`config.mk`:
```
export PLATFORM = sky130hd
export DESIGN_NAME = front_end_ctrl_flat
export DESIGN_NICKNAME = d
export VERILOG_FILES = /design/src/rtl/front_end_ctrl_pkg.sv /design/src/rtl/front_end_ctrl_if.sv /design/src/rtl/front_end_ctrl_sat_counter.sv /design/src/rtl/front_end_ctrl.sv /design/src/flat_wrapper.sv
export SDC_FILE = /design/constraint.sdc
export NUM_CORES = 1
export LEC_CHECK = 0
export CAP_MARGIN = 15
export CORE_ASPECT_RATIO = 2
export CORE_MARGIN = 2
export CORE_UTILIZATION = 52
export CTS_CLUSTER_SIZE = 10
export DETAILED_ROUTE_END_ITERATION = 7
export GPL_TIMING_DRIVEN = 0
export PLACE_DENSITY = 0.84
export SYNTH_ARGS = -nofsm -noshare
export SYNTH_HDL_FRONTEND = slang
export SYNTH_SLANG_ARGS = --single-unit
```
`constraint.sdc`:
```
create_clock -name clk -period 4.58 [get_ports clk]
set_input_delay 0.458 -clock clk [delete_from_list [all_inputs] [get_ports clk]]
set_output_delay 0.458 -clock clk [all_outputs]
set_load 0.03 [all_outputs]
```
`src/rtl/front_end_ctrl_pkg.sv`:
```
// Shared Qu front-end types: controller state encoding and redirect cause,
// plus the priority resolver used when redirect requests coincide.
package qu_common;

  localparam int QU_PC_WIDTH = 32;

  typedef enum logic [2:0] {
    FE_IDLE     = 3'd0,
    FE_BOOT     = 3'd1,
    FE_RUN      = 3'd2,
    FE_FLUSH    = 3'd3,
    FE_REDIRECT = 3'd4
  } fe_ctrl_state_t;

  typedef enum logic [1:0] {
    RC_NONE   = 2'd0,
    RC_BRANCH = 2'd1,
    RC_JUMP   = 2'd2,
    RC_EXC    = 2'd3
  } redirect_cause_t;

  // Exception wins over jump, jump over branch.
  function automatic redirect_cause_t pick_cause(logic exc, logic jmp, logic br);
    if (exc)      return RC_EXC;
    else if (jmp) return RC_JUMP;
    else if (br)  return RC_BRANCH;
    else          return RC_NONE;
  endfunction

endpackage

```
`src/rtl/front_end_ctrl_if.sv`:
```
// Control bundle between front_end_ctrl (master) and the front end it sequences.
interface front_end_ctrl_if
  import qu_common::*;
#(
  parameter int PC_WIDTH  = QU_PC_WIDTH,
  parameter int CNT_WIDTH = 32
) ();

  logic                 start;
  logic                 branch;
  logic                 jump;
  logic                 exception;
  logic [PC_WIDTH-1:0]  redirect_target;
  logic                 rob_full;
  logic                 rs_full;
  logic                 ext_stall;
  logic                 if_id_full;
  logic                 id_mp_full;
  logic                 mp_rn_full;

  logic                 if_en;
  logic                 id_en;
  logic                 if_stall;
  logic                 id_stall;
  logic                 mp_stall;
  logic                 rn_stall;
  logic                 flush;
  logic                 redirect;
  redirect_cause_t      redirect_cause;
  logic [PC_WIDTH-1:0]  pc_override;
  logic [CNT_WIDTH-1:0] stall_cnt;

  modport master (
    input  start, branch, jump, exception, redirect_target,
           rob_full, rs_full, ext_stall, if_id_full, id_mp_full, mp_rn_full,
    output if_en, id_en, if_stall, id_stall, mp_stall, rn_stall,
           flush, redirect, redirect_cause, pc_override, stall_cnt
  );

  modport slave (
    output start, branch, jump, exception, redirect_target,
           rob_full, rs_full, ext_stall, if_id_full, id_mp_full, mp_rn_full,
    input  if_en, id_en, if_stall, id_stall, mp_stall, rn_stall,
           flush, redirect, redirect_cause, pc_override, stall_cnt
  );

endinterface

```
`src/rtl/front_end_ctrl_sat_counter.sv`:
```
// Saturating up-counter: increments on en, sticks at all-ones, async clear.
module qu_sat_counter #(
  parameter int WIDTH = 32
) (
  input  logic             clk,
  input  logic             clr_n,
  input  logic             en,
  output logic [WIDTH-1:0] cnt
);

  always_ff @(posedge clk or negedge clr_n) begin
    if (!clr_n)
      cnt <= '0;
    else if (en && !(&cnt))
      cnt <= cnt + 1'b1;
  end

endmodule

```
`src/rtl/front_end_ctrl.sv`:
```
// Front-end sequencer: boot, back-pressure stalls, and the flush/redirect
// sequence for branch, jump and exception events.
module front_end_ctrl
  import qu_common::*;
#(
  parameter int                   PC_WIDTH     = QU_PC_WIDTH,
  parameter logic [PC_WIDTH-1:0]  RESET_PC     = '0,
  parameter logic [PC_WIDTH-1:0]  EXC_VECTOR   = 'h100,
  parameter int                   FLUSH_CYCLES = 2,
  parameter int                   CNT_WIDTH    = 32
) (
  input logic              clk,
  input logic              rst_n,
  front_end_ctrl_if.master fe
);

  localparam int             FC_W    = (FLUSH_CYCLES > 1) ? $clog2(FLUSH_CYCLES) : 1;
  localparam logic [FC_W-1:0] FC_LOAD = FC_W'(FLUSH_CYCLES - 1);

  fe_ctrl_state_t      state_q, state_d;
  logic [FC_W-1:0]     cnt_q, cnt_d;
  redirect_cause_t     lat_cause_q, lat_cause_d;
  logic [PC_WIDTH-1:0] lat_tgt_q, lat_tgt_d;
  redirect_cause_t     out_cause_q, out_cause_d;
  logic [PC_WIDTH-1:0] out_pc_q, out_pc_d;
  logic                run_d1;
  logic                st_if, st_id, st_mp, st_rn;
  logic                stall_en;
  logic [CNT_WIDTH-1:0] stall_cnt_w;

  always_ff @(posedge clk or negedge rst_n) begin
    if (!rst_n) begin
      state_q     <= FE_IDLE;
      cnt_q       <= '0;
      lat_cause_q <= RC_NONE;
      lat_tgt_q   <= RESET_PC;
      out_cause_q <= RC_NONE;
      out_pc_q    <= RESET_PC;
      run_d1      <= 1'b0;
    end else begin
      state_q     <= state_d;
      cnt_q       <= cnt_d;
      lat_cause_q <= lat_cause_d;
      lat_tgt_q   <= lat_tgt_d;
      out_cause_q <= out_cause_d;
      out_pc_q    <= out_pc_d;
      // id_en waits one RUN cycle so decode never sees an unfilled slot
      run_d1      <= (state_q == FE_RUN);
    end
  end

  always_comb begin
    state_d     = state_q;
    cnt_d       = cnt_q;
    lat_cause_d = lat_cause_q;
    lat_tgt_d   = lat_tgt_q;
    out_cause_d = out_cause_q;
    out_pc_d    = out_pc_q;
    st_if       = 1'b1;
    st_id       = 1'b1;
    st_mp       = 1'b1;
    st_rn       = 1'b1;

    case (state_q)
      FE_IDLE: begin
        if (fe.start) begin
          state_d     = FE_BOOT;
          out_cause_d = RC_JUMP;
          out_pc_d    = RESET_PC;
        end
      end
      FE_BOOT: state_d = FE_RUN;
      FE_RUN: begin
        st_if = fe.if_id_full;
        st_id = fe.id_mp_full;
        st_mp = fe.mp_rn_full;
        st_rn = fe.rob_full | fe.rs_full | fe.ext_stall;
        if (fe.branch | fe.jump | fe.exception) begin
          state_d     = FE_FLUSH;
          cnt_d       = FC_LOAD;
          lat_cause_d = pick_cause(fe.exception, fe.jump, fe.branch);
          lat_tgt_d   = fe.exception ? EXC_VECTOR : fe.redirect_target;
        end
      end
      FE_FLUSH: begin
        // a late exception restarts the flush window and overrides the target
        if (fe.exception) begin
          cnt_d       = FC_LOAD;
          lat_cause_d = RC_EXC;
          lat_tgt_d   = EXC_VECTOR;
        end else if (cnt_q == '0) begin
          state_d     = FE_REDIRECT;
          out_cause_d = lat_cause_q;
          out_pc_d    = lat_tgt_q;
        end else begin
          cnt_d = cnt_q - 1'b1;
        end
      end
      FE_REDIRECT: state_d = FE_RUN;
      default: state_d = FE_IDLE;
    endcase
  end

  assign stall_en = (state_q == FE_RUN) && (st_if | st_id | st_mp | st_rn);

  qu_sat_counter #(.WIDTH(CNT_WIDTH)) u_stall_cnt (
    .clk   (clk),
    .clr_n (rst_n),
    .en    (stall_en),
    .cnt   (stall_cnt_w)
  );

  assign fe.if_en          = (state_q == FE_RUN);
  assign fe.id_en          = (state_q == FE_RUN) && run_d1;
  assign fe.if_stall       = st_if;
  assign fe.id_stall       = st_id;
  assign fe.mp_stall       = st_mp;
  assign fe.rn_stall       = st_rn;
  assign fe.flush          = (state_q == FE_FLUSH);
  assign fe.redirect       = (state_q == FE_BOOT) || (state_q == FE_REDIRECT);
  assign fe.redirect_cause = out_cause_q;
  assign fe.pc_override    = out_pc_q;
  assign fe.stall_cnt      = stall_cnt_w;

endmodule

```
`src/flat_wrapper.sv`:
```
// flat-port wrapper written by rule: the top's interface ports become plain ports
module front_end_ctrl_flat import qu_common::*;
#(
  parameter int                   PC_WIDTH     = QU_PC_WIDTH,
  parameter logic [PC_WIDTH-1:0]  RESET_PC     = '0,
  parameter logic [PC_WIDTH-1:0]  EXC_VECTOR   = 'h100,
  parameter int                   FLUSH_CYCLES = 2,
  parameter int                   CNT_WIDTH    = 32
)
  (clk, rst_n, fe_start, fe_branch, fe_jump, fe_exception, fe_redirect_target, fe_rob_full, fe_rs_full, fe_ext_stall, fe_if_id_full, fe_id_mp_full, fe_mp_rn_full, fe_if_en, fe_id_en, fe_if_stall, fe_id_stall, fe_mp_stall, fe_rn_stall, fe_flush, fe_redirect, fe_redirect_cause, fe_pc_override, fe_stall_cnt);
  front_end_ctrl_if #(.PC_WIDTH(PC_WIDTH), .CNT_WIDTH(CNT_WIDTH)) fe_i ();
  input logic clk;
  input logic rst_n;
  input wire logic [$bits(fe_i.start)-1:0] fe_start;
  input wire logic [$bits(fe_i.branch)-1:0] fe_branch;
  input wire logic [$bits(fe_i.jump)-1:0] fe_jump;
  input wire logic [$bits(fe_i.exception)-1:0] fe_exception;
  input wire logic [$bits(fe_i.redirect_target)-1:0] fe_redirect_target;
  input wire logic [$bits(fe_i.rob_full)-1:0] fe_rob_full;
  input wire logic [$bits(fe_i.rs_full)-1:0] fe_rs_full;
  input wire logic [$bits(fe_i.ext_stall)-1:0] fe_ext_stall;
  input wire logic [$bits(fe_i.if_id_full)-1:0] fe_if_id_full;
  input wire logic [$bits(fe_i.id_mp_full)-1:0] fe_id_mp_full;
  input wire logic [$bits(fe_i.mp_rn_full)-1:0] fe_mp_rn_full;
  output wire logic [$bits(fe_i.if_en)-1:0] fe_if_en;
  output wire logic [$bits(fe_i.id_en)-1:0] fe_id_en;
  output wire logic [$bits(fe_i.if_stall)-1:0] fe_if_stall;
  output wire logic [$bits(fe_i.id_stall)-1:0] fe_id_stall;
  output wire logic [$bits(fe_i.mp_stall)-1:0] fe_mp_stall;
  output wire logic [$bits(fe_i.rn_stall)-1:0] fe_rn_stall;
  output wire logic [$bits(fe_i.flush)-1:0] fe_flush;
  output wire logic [$bits(fe_i.redirect)-1:0] fe_redirect;
  output wire logic [$bits(fe_i.redirect_cause)-1:0] fe_redirect_cause;
  output wire logic [$bits(fe_i.pc_override)-1:0] fe_pc_override;
  output wire logic [$bits(fe_i.stall_cnt)-1:0] fe_stall_cnt;
  assign fe_i.start = fe_start;
  assign fe_i.branch = fe_branch;
  assign fe_i.jump = fe_jump;
  assign fe_i.exception = fe_exception;
  assign fe_i.redirect_target = fe_redirect_target;
  assign fe_i.rob_full = fe_rob_full;
  assign fe_i.rs_full = fe_rs_full;
  assign fe_i.ext_stall = fe_ext_stall;
  assign fe_i.if_id_full = fe_if_id_full;
  assign fe_i.id_mp_full = fe_id_mp_full;
  assign fe_i.mp_rn_full = fe_mp_rn_full;
  assign fe_if_en = fe_i.if_en;
  assign fe_id_en = fe_i.id_en;
  assign fe_if_stall = fe_i.if_stall;
  assign fe_id_stall = fe_i.id_stall;
  assign fe_mp_stall = fe_i.mp_stall;
  assign fe_rn_stall = fe_i.rn_stall;
  assign fe_flush = fe_i.flush;
  assign fe_redirect = fe_i.redirect;
  assign fe_redirect_cause = fe_i.redirect_cause;
  assign fe_pc_override = fe_i.pc_override;
  assign fe_stall_cnt = fe_i.stall_cnt;
  front_end_ctrl #(.PC_WIDTH(PC_WIDTH), .RESET_PC(RESET_PC), .EXC_VECTOR(EXC_VECTOR), .FLUSH_CYCLES(FLUSH_CYCLES), .CNT_WIDTH(CNT_WIDTH)) u_core (.clk(clk), .rst_n(rst_n), .fe(fe_i));
endmodule
```
==> run metrics, run 1 <==
outcome=finished clean; CP startpoint kind=register; final hold vios=0; switching part of the total=0.379; Setup crit end kind=output pin; CP required=4120 ps; vias=3,418; Setup CP Type=reg -> out; Final period util=0.605; Yosys reg bits=105; cts repair resizes=0; drt drc=0; P_sw=0.00137 W; CTS clk-pin slew, worst paths=70 ps; ys flop type=dfrtp_1; H-tree levels=3; final instance area=5870 um2; Max Cap Violations=0; Synth warnings=0; Synthesized Nets=392; Max Root-Sink Buffers=2; Slew Limit Fails=0; ratio of cells with drive above 1 in the final layout=0.0585; internal power=0.00225 W; CTS tree=built; placed cell areas=5600 um2; Arr. time, crit path=2310 ps; Worst-Margin Slew=918 ps; syn avg cell area=12.3 um2; DP HPWL=7.92 mm; worst clock skew=6.07 ps; number of global-route vias before repair=3,501; Pwr per Cell Area=618 nW/um2; critical path peak fanout=9; Die W=68.2 um; ANT nets after route=0; Iteration-0 DRC Markers=235; Ant. Diodes=0; Post-Syn Area=4290 um2; Cell Chain, Critical Path=clkbuf_1, nor3b_2, and2_1, clkdlybuf4s50_1; # IOs=118; initial antenna violation count=0; port bufs=116; DRT Pass-1 Iters=6; post-CTS setup buffer count=0; final wirelength=10.9 mm; first-pass GRT wire length=17.3 mm; commonest cells after routing, fill and taps aside=clkdlybuf4s50_1 (115), dfrtp_1 (105), a22o_1 (64), nand2_1 (18), nor3_1 (17); Worst R2R Start=u_core.state_q[2]; Die Span Y=132 um; Row Count=46; Worst R2R End=u_core.u_stall_cnt.cnt[30]; largest net degree at the start of global routing=76; RSZ-0062 raised after global routing=no; Hold Buf Count CTS=0; Leakage=2.64 nW; Post-synth ARST share=1.00; Clock Power Share=0.195; reg-to-reg slack, setup=2220 ps; Root Driver=clkbuf_16; Starting Density=0.540; Post-Layout Cell Count=575; total CTS buffers=9; final setup violation count=0; CTS sink cnt=105; clk_lat worst skew=340 ps; commonest non-fill, non-tap cell in the layout=clkdlybuf4s50_1; Synth cell types=43; Layout area overhead=37.0%; Total GRT Usage=0.253; Max Clk Rate=361 MHz; CP max stage delay=660 ps; R2R cell count=6; synthesized instance count=347; Vias/cell=5.94; EDFF count, synth=0; sequential fraction of the synthesis area=0.613; VDD IR max=0.272 mV; routability congestion estimate=0.877; critical path's slowest cell=clkdlybuf4s50_1; Slew HR=0.382; min-delay worst type=in -> async; WHS=51.5 ps; Nets=521; core area=7940 um2; Die Area=9030 um2; minimum clock period=2770 ps; Combinational Power Share=0.416; Flop pwr share=0.389; placed insts=561; gr ovfl total=0; routed len/inst=19.0 um
## metal layers
layer / part of all wire / global-route usage / wire [um] / up-vias
met5: 0 / 0 / 0 / -
met3: 0.069 / 0.0640 / 750 / 24
met1: 0.37 / 0.292 / 3990 / 1703
met2: 0.54 / 0.441 / 5930 / 154
li1: - / - / - / 1537
met4: 0.020 / 0.0833 / 223 / 0
## state kept, by name (all words and copies together), names as in the netlist
signal	cells
u_core.cnt_q	1
u_core.fe.pc_override	32
u_core.fe.redirect_cause	2
u_core.lat_cause_q	2
u_core.lat_tgt_q	32
u_core.run_d1	1
u_core.state_q	3
u_core.u_stall_cnt.cnt	32
## cell type report
cell class                      count  area [um2]
Sequential cell                   105        2630
Buffer                             20        88.8
Clock buffer                       11         253
Timing Repair Buffer              118        1200
Multi-Input combinational cell    216        1550
Inverter                            6        22.5
Tap cell                           96         120
Clock inverter                      3        17.5
Fill cell                         562        2070
## critical path, delay by kind of cell, from the launching register on
kind                   cells  cell delay (ps)
DFF                        1              360
buffers and inverters      2              870
and+or+nand+nor            2              740
## power by group through the flow
stage	Combinational [W]	Clock (W)	Sequential, W
finish	0.00151	0.000707	0.00141
global route	0.00160	0.000754	0.00144
CTS	0.00152	0.000722	0.00141
detailed placement	0.00151	0	0.00142
global placement	0.00148	0	0.00141
floorplan	0.000562	0	0.00172
## metrics by stage
step           setup slack (ps)  TNS, ps   util  total power, W
3_3_place_gp               -708   -73530  0.701         0.00288
5_1_grt                    1640        0  0.739         0.00380
4_1_cts                    1780        0  0.739         0.00365
2_1_floorplan              2280        0      -         0.00228
6_report                   1810        0  0.739         0.00363
3_5_place_dp               2050        0  0.705         0.00293
## how the worst max path moves through the flow
stage	cells after the start	slack [ps]	start	to
2_1_floorplan	6	2280	u_core.state_q[2]	u_core.u_stall_cnt.cnt[30]
3_3_place_gp	1	-710	rst_n	u_core.u_stall_cnt.cnt[24]
3_5_place_dp	5	2050	fe_jump	u_core.lat_tgt_q[5]
4_1_cts	4	1780	u_core.state_q[2]	fe_id_en
5_1_grt	4	1640	u_core.state_q[2]	fe_id_en
6_report	4	1810	u_core.state_q[2]	fe_id_en
## cell families after synthesis
group,after synthesis,synth area share
AO/OA/AOI/OAI,85,0.170
XOR/XNOR,30,0.0613
adder cells (fa/ha/maj),1,0.00292
buffers and inverters,26,0.0260
flip-flops,105,0.613
AND/OR/NAND/NOR,100,0.127
## cell usage after synthesis, drive strengths merged (5+ instances only)
master,count,area [um2]
clkbuf,17,65.1
nor3,17,85.1
and4,5,43.8
a22o,64,561
nand4,9,62.6
dfrtp,105,2630
xor2,15,131
inv,6,22.5
nor2,15,56.3
and3,5,31.3
nand2,18,67.6
nand3,11,60.1
xnor2,15,131
a21oi,5,25.0
Note: power is estimated with default switching activity, not from simulation.
==> inputs of run 2 (changes only) <==
--- a/config.mk
+++ b/config.mk
@@ -8,11 +8,11 @@
 export CAP_MARGIN = 15
 export CORE_ASPECT_RATIO = 2
 export CORE_MARGIN = 2
-export CORE_UTILIZATION = 52
+export CORE_UTILIZATION = 43
 export CTS_CLUSTER_SIZE = 10
 export DETAILED_ROUTE_END_ITERATION = 7
 export GPL_TIMING_DRIVEN = 0
-export PLACE_DENSITY = 0.84
+export PLACE_DENSITY = 0.74
 export SYNTH_ARGS = -nofsm -noshare
 export SYNTH_HDL_FRONTEND = slang
 export SYNTH_SLANG_ARGS = --single-unit
==> constraint.sdc (replaced) <==
create_clock -name clk -period 2.5 [get_ports clk]
set_input_delay 0.25 -clock clk [delete_from_list [all_inputs] [get_ports clk]]
set_output_delay 0.25 -clock clk [all_outputs]
set_load 0.03 [all_outputs]
==> run 2 against run 1 <==
  * Global-route usage shrank 4.3 points
  * Clock skew rose by 1.1 ps
  * Largest power group unchanged
  * Flip-flop and latch count is the same
  * Utilization decreased by 12 points
  * Critical path type is now reg -> reg
  * Clock-buffer cell count down 2
  * Sequential share of layout area decreased by 0.86 points
==> run metrics, run 2 (synthesized netlist as in run 1, its figures left out) <==
Slew HR=0.398 (+0.0152); Setup crit end kind=register; final hold vios=0 (unchanged); Root Driver=clkbuf_16; routability congestion estimate=0.867 (-1.1%); minimum clock period=2350 ps; P_sw=0.00266 W (+94%); CTS clk-pin slew, worst paths=80 ps (about the same); switching part of the total=0.391 (+0.0117); Max Clk Rate=426 MHz; placed cell areas=5640 um2 (+0.74%); Worst R2R Start=u_core.u_stall_cnt.cnt[13]; Total GRT Usage=0.210 (-0.0430); RSZ-0062 raised after global routing=no; ratio of cells with drive above 1 in the final layout=0.0683 (+0.00987); gr ovfl total=0 (unchanged); DRT Pass-1 Iters=4 (-2); Final period util=0.939; WHS Endpoint=u_core.lat_cause_q[0]; Worst-Margin Slew=895 ps (-22.7 ps); Die W=74.6 um (+9.4%); Slew Limit Fails=0 (unchanged); core area=9700 um2 (+22%); Die Span Y=145 um (+9.7%); number of global-route vias before repair=3,494 (-0.20%); CP required=2740 ps (-1380 ps); Leakage=2.67 nW (+1.1%); Setup CP Type=reg -> reg; critical path peak fanout=5 (-4); CTS sink cnt=105 (unchanged); Hold Path Stages=2; largest net degree at the start of global routing=58 (-24%); Clock Power Share=0.209 (+0.014); worst clock skew=7.17 ps (+1.10 ps); number of fill cells=811 (+44%); initial antenna violation count=0 (unchanged); clk_lat worst skew=350 ps (about the same); footprint of the multi-input gates=1570 um2 (+1.2%); final setup violation count=0 (unchanged); commonest non-fill, non-tap cell in the layout=clkdlybuf4s50_1; Worst R2R End=u_core.u_stall_cnt.cnt[31]; port bufs=116 (unchanged); Layout area overhead=39.7%; R2R cell count=5 (-1); Row Count=51 (+11%); CTS tree=built; final instance area=5990 um2 (+2.0%); min-delay src=fe_exception; DP HPWL=8.18 mm (+3.2%); CP startpoint kind=register; Starting Density=0.442 (-0.0977); VDD IR max=0.475 mV (+75%); Buf/Inv on CP=0 (-2); Nets=523 (+0.38%); Iteration-0 DRC Markers=184 (-22%); H-tree levels=3 (unchanged); critical path's slowest cell=nor4_1; Layout Utilization=0.617 (-0.122); min-delay worst type=in -> reg; first-pass GRT wire length=17.3 mm (-0.28%); FF+latch area=2630 um2 (unchanged); Ant. Diodes=0 (unchanged); Max Cap Violations=0 (unchanged); vias=3,324 (-2.8%); CP max stage delay=760 ps (+100 ps); drt drc=0 (unchanged); routed len/inst=18.0 um (-4.9%); ANT nets after route=0 (unchanged); internal power=0.00415 W (+84%); Flop pwr share=0.380 (-0.009); commonest cells after routing, fill and taps aside=clkdlybuf4s50_1 (115), dfrtp_1 (105), a22o_1 (64), nand2_1 (18), nor3_1 (17); total CTS buffers=9 (unchanged); final wirelength=11.1 mm (+1.7%); reg-to-reg slack, setup=150 ps (-2070 ps); Vias/cell=5.40 (-9.1%); Max Root-Sink Buffers=2 (unchanged); Cell Chain, Critical Path=nand4_2, or3_1, nor4_1, nand4_1, xnor2_1; outcome=finished clean; Arr. time, crit path=2580 ps (+270 ps); Die Area=10,800 um2 (+20%); kind of cell adding the most delay to the critical path=simple AND/OR/NAND/NOR gates; Pwr per Cell Area=1140 nW/um2 (+84%); Combinational Power Share=0.411 (-0.005); # IOs=118 (unchanged)
## run 2: power by group through the flow
stage               clock network (W)  logic (W)  registers (W)
global placement                    0    0.00273        0.00259
global route                  0.00153    0.00299        0.00264
CTS                           0.00146    0.00283        0.00258
finish                        0.00142    0.00280        0.00259
floorplan                           0    0.00103        0.00315
detailed placement                  0    0.00278        0.00261
## run 2: area by class of cell
| class | count | share of cell area |
|---|---|---|
| multi-input combinational | 216 | 0.261 |
| clock inverter | 7 | 0.0136 |
| clock buffer | 9 | 0.0376 |
| tap | 132 | 0.0276 |
| timing repair buffer | 120 | 0.202 |
| sequential | 105 | 0.439 |
| inverter | 6 | 0.00376 |
| buffer | 20 | 0.0148 |
## run 2: timing repair
item,in CTS,in global routing
pin swaps,1,0
endpoints found under the hold margin,56,0
resized for setup,1,1
setup endpoints to repair,6,9
hold buffers,1,0
buffers inserted,2,0
## run 2: through the flow
stage,cells,setup slack (ps),hold slack [ps],power (W),TNS [ps]
6_report,615,152,334,0.00681,0
5_1_grt,615,39.9,337,0.00716,0
4_1_cts,615,132,296,0.00688,0
3_5_place_dp,596,58.4,357,0.00539,0
3_3_place_gp,595,-2640,473,0.00531,-282050
2_1_floorplan,347,204,-45.6,0.00418,0
## run 2: worst max-delay path by stage
stage / end / startpoint / cells past startpoint
finish: u_core.u_stall_cnt.cnt[31] / u_core.u_stall_cnt.cnt[13] / 5
global route: fe_mp_stall / u_core.state_q[2] / 5
CTS: fe_mp_stall / u_core.state_q[2] / 5
detailed placement: u_core.u_stall_cnt.cnt[4] / u_core.state_q[2] / 7
global placement: u_core.fe.pc_override[0] / rst_n / 1
floorplan: u_core.u_stall_cnt.cnt[30] / u_core.state_q[2] / 6
## run 2: worst register-to-register path, delay by kind of cell (launching register included)
family | cells | cell delay (ps)
flip-flops | 1 | 450
AND/OR/NAND/NOR | 4 | 1620
XOR/XNOR | 1 | 160
## run 2: per-layer routing
layer  routed length [um]  vias up  share of wire  global-route usage
met1                 4140     1629           0.37               0.227
li1                     -     1541              -                   -
met4                  486        0          0.044               0.114
met2                 5860      122           0.53               0.358
met3                  596       32          0.054              0.0535
met5                    0        -              0                   0
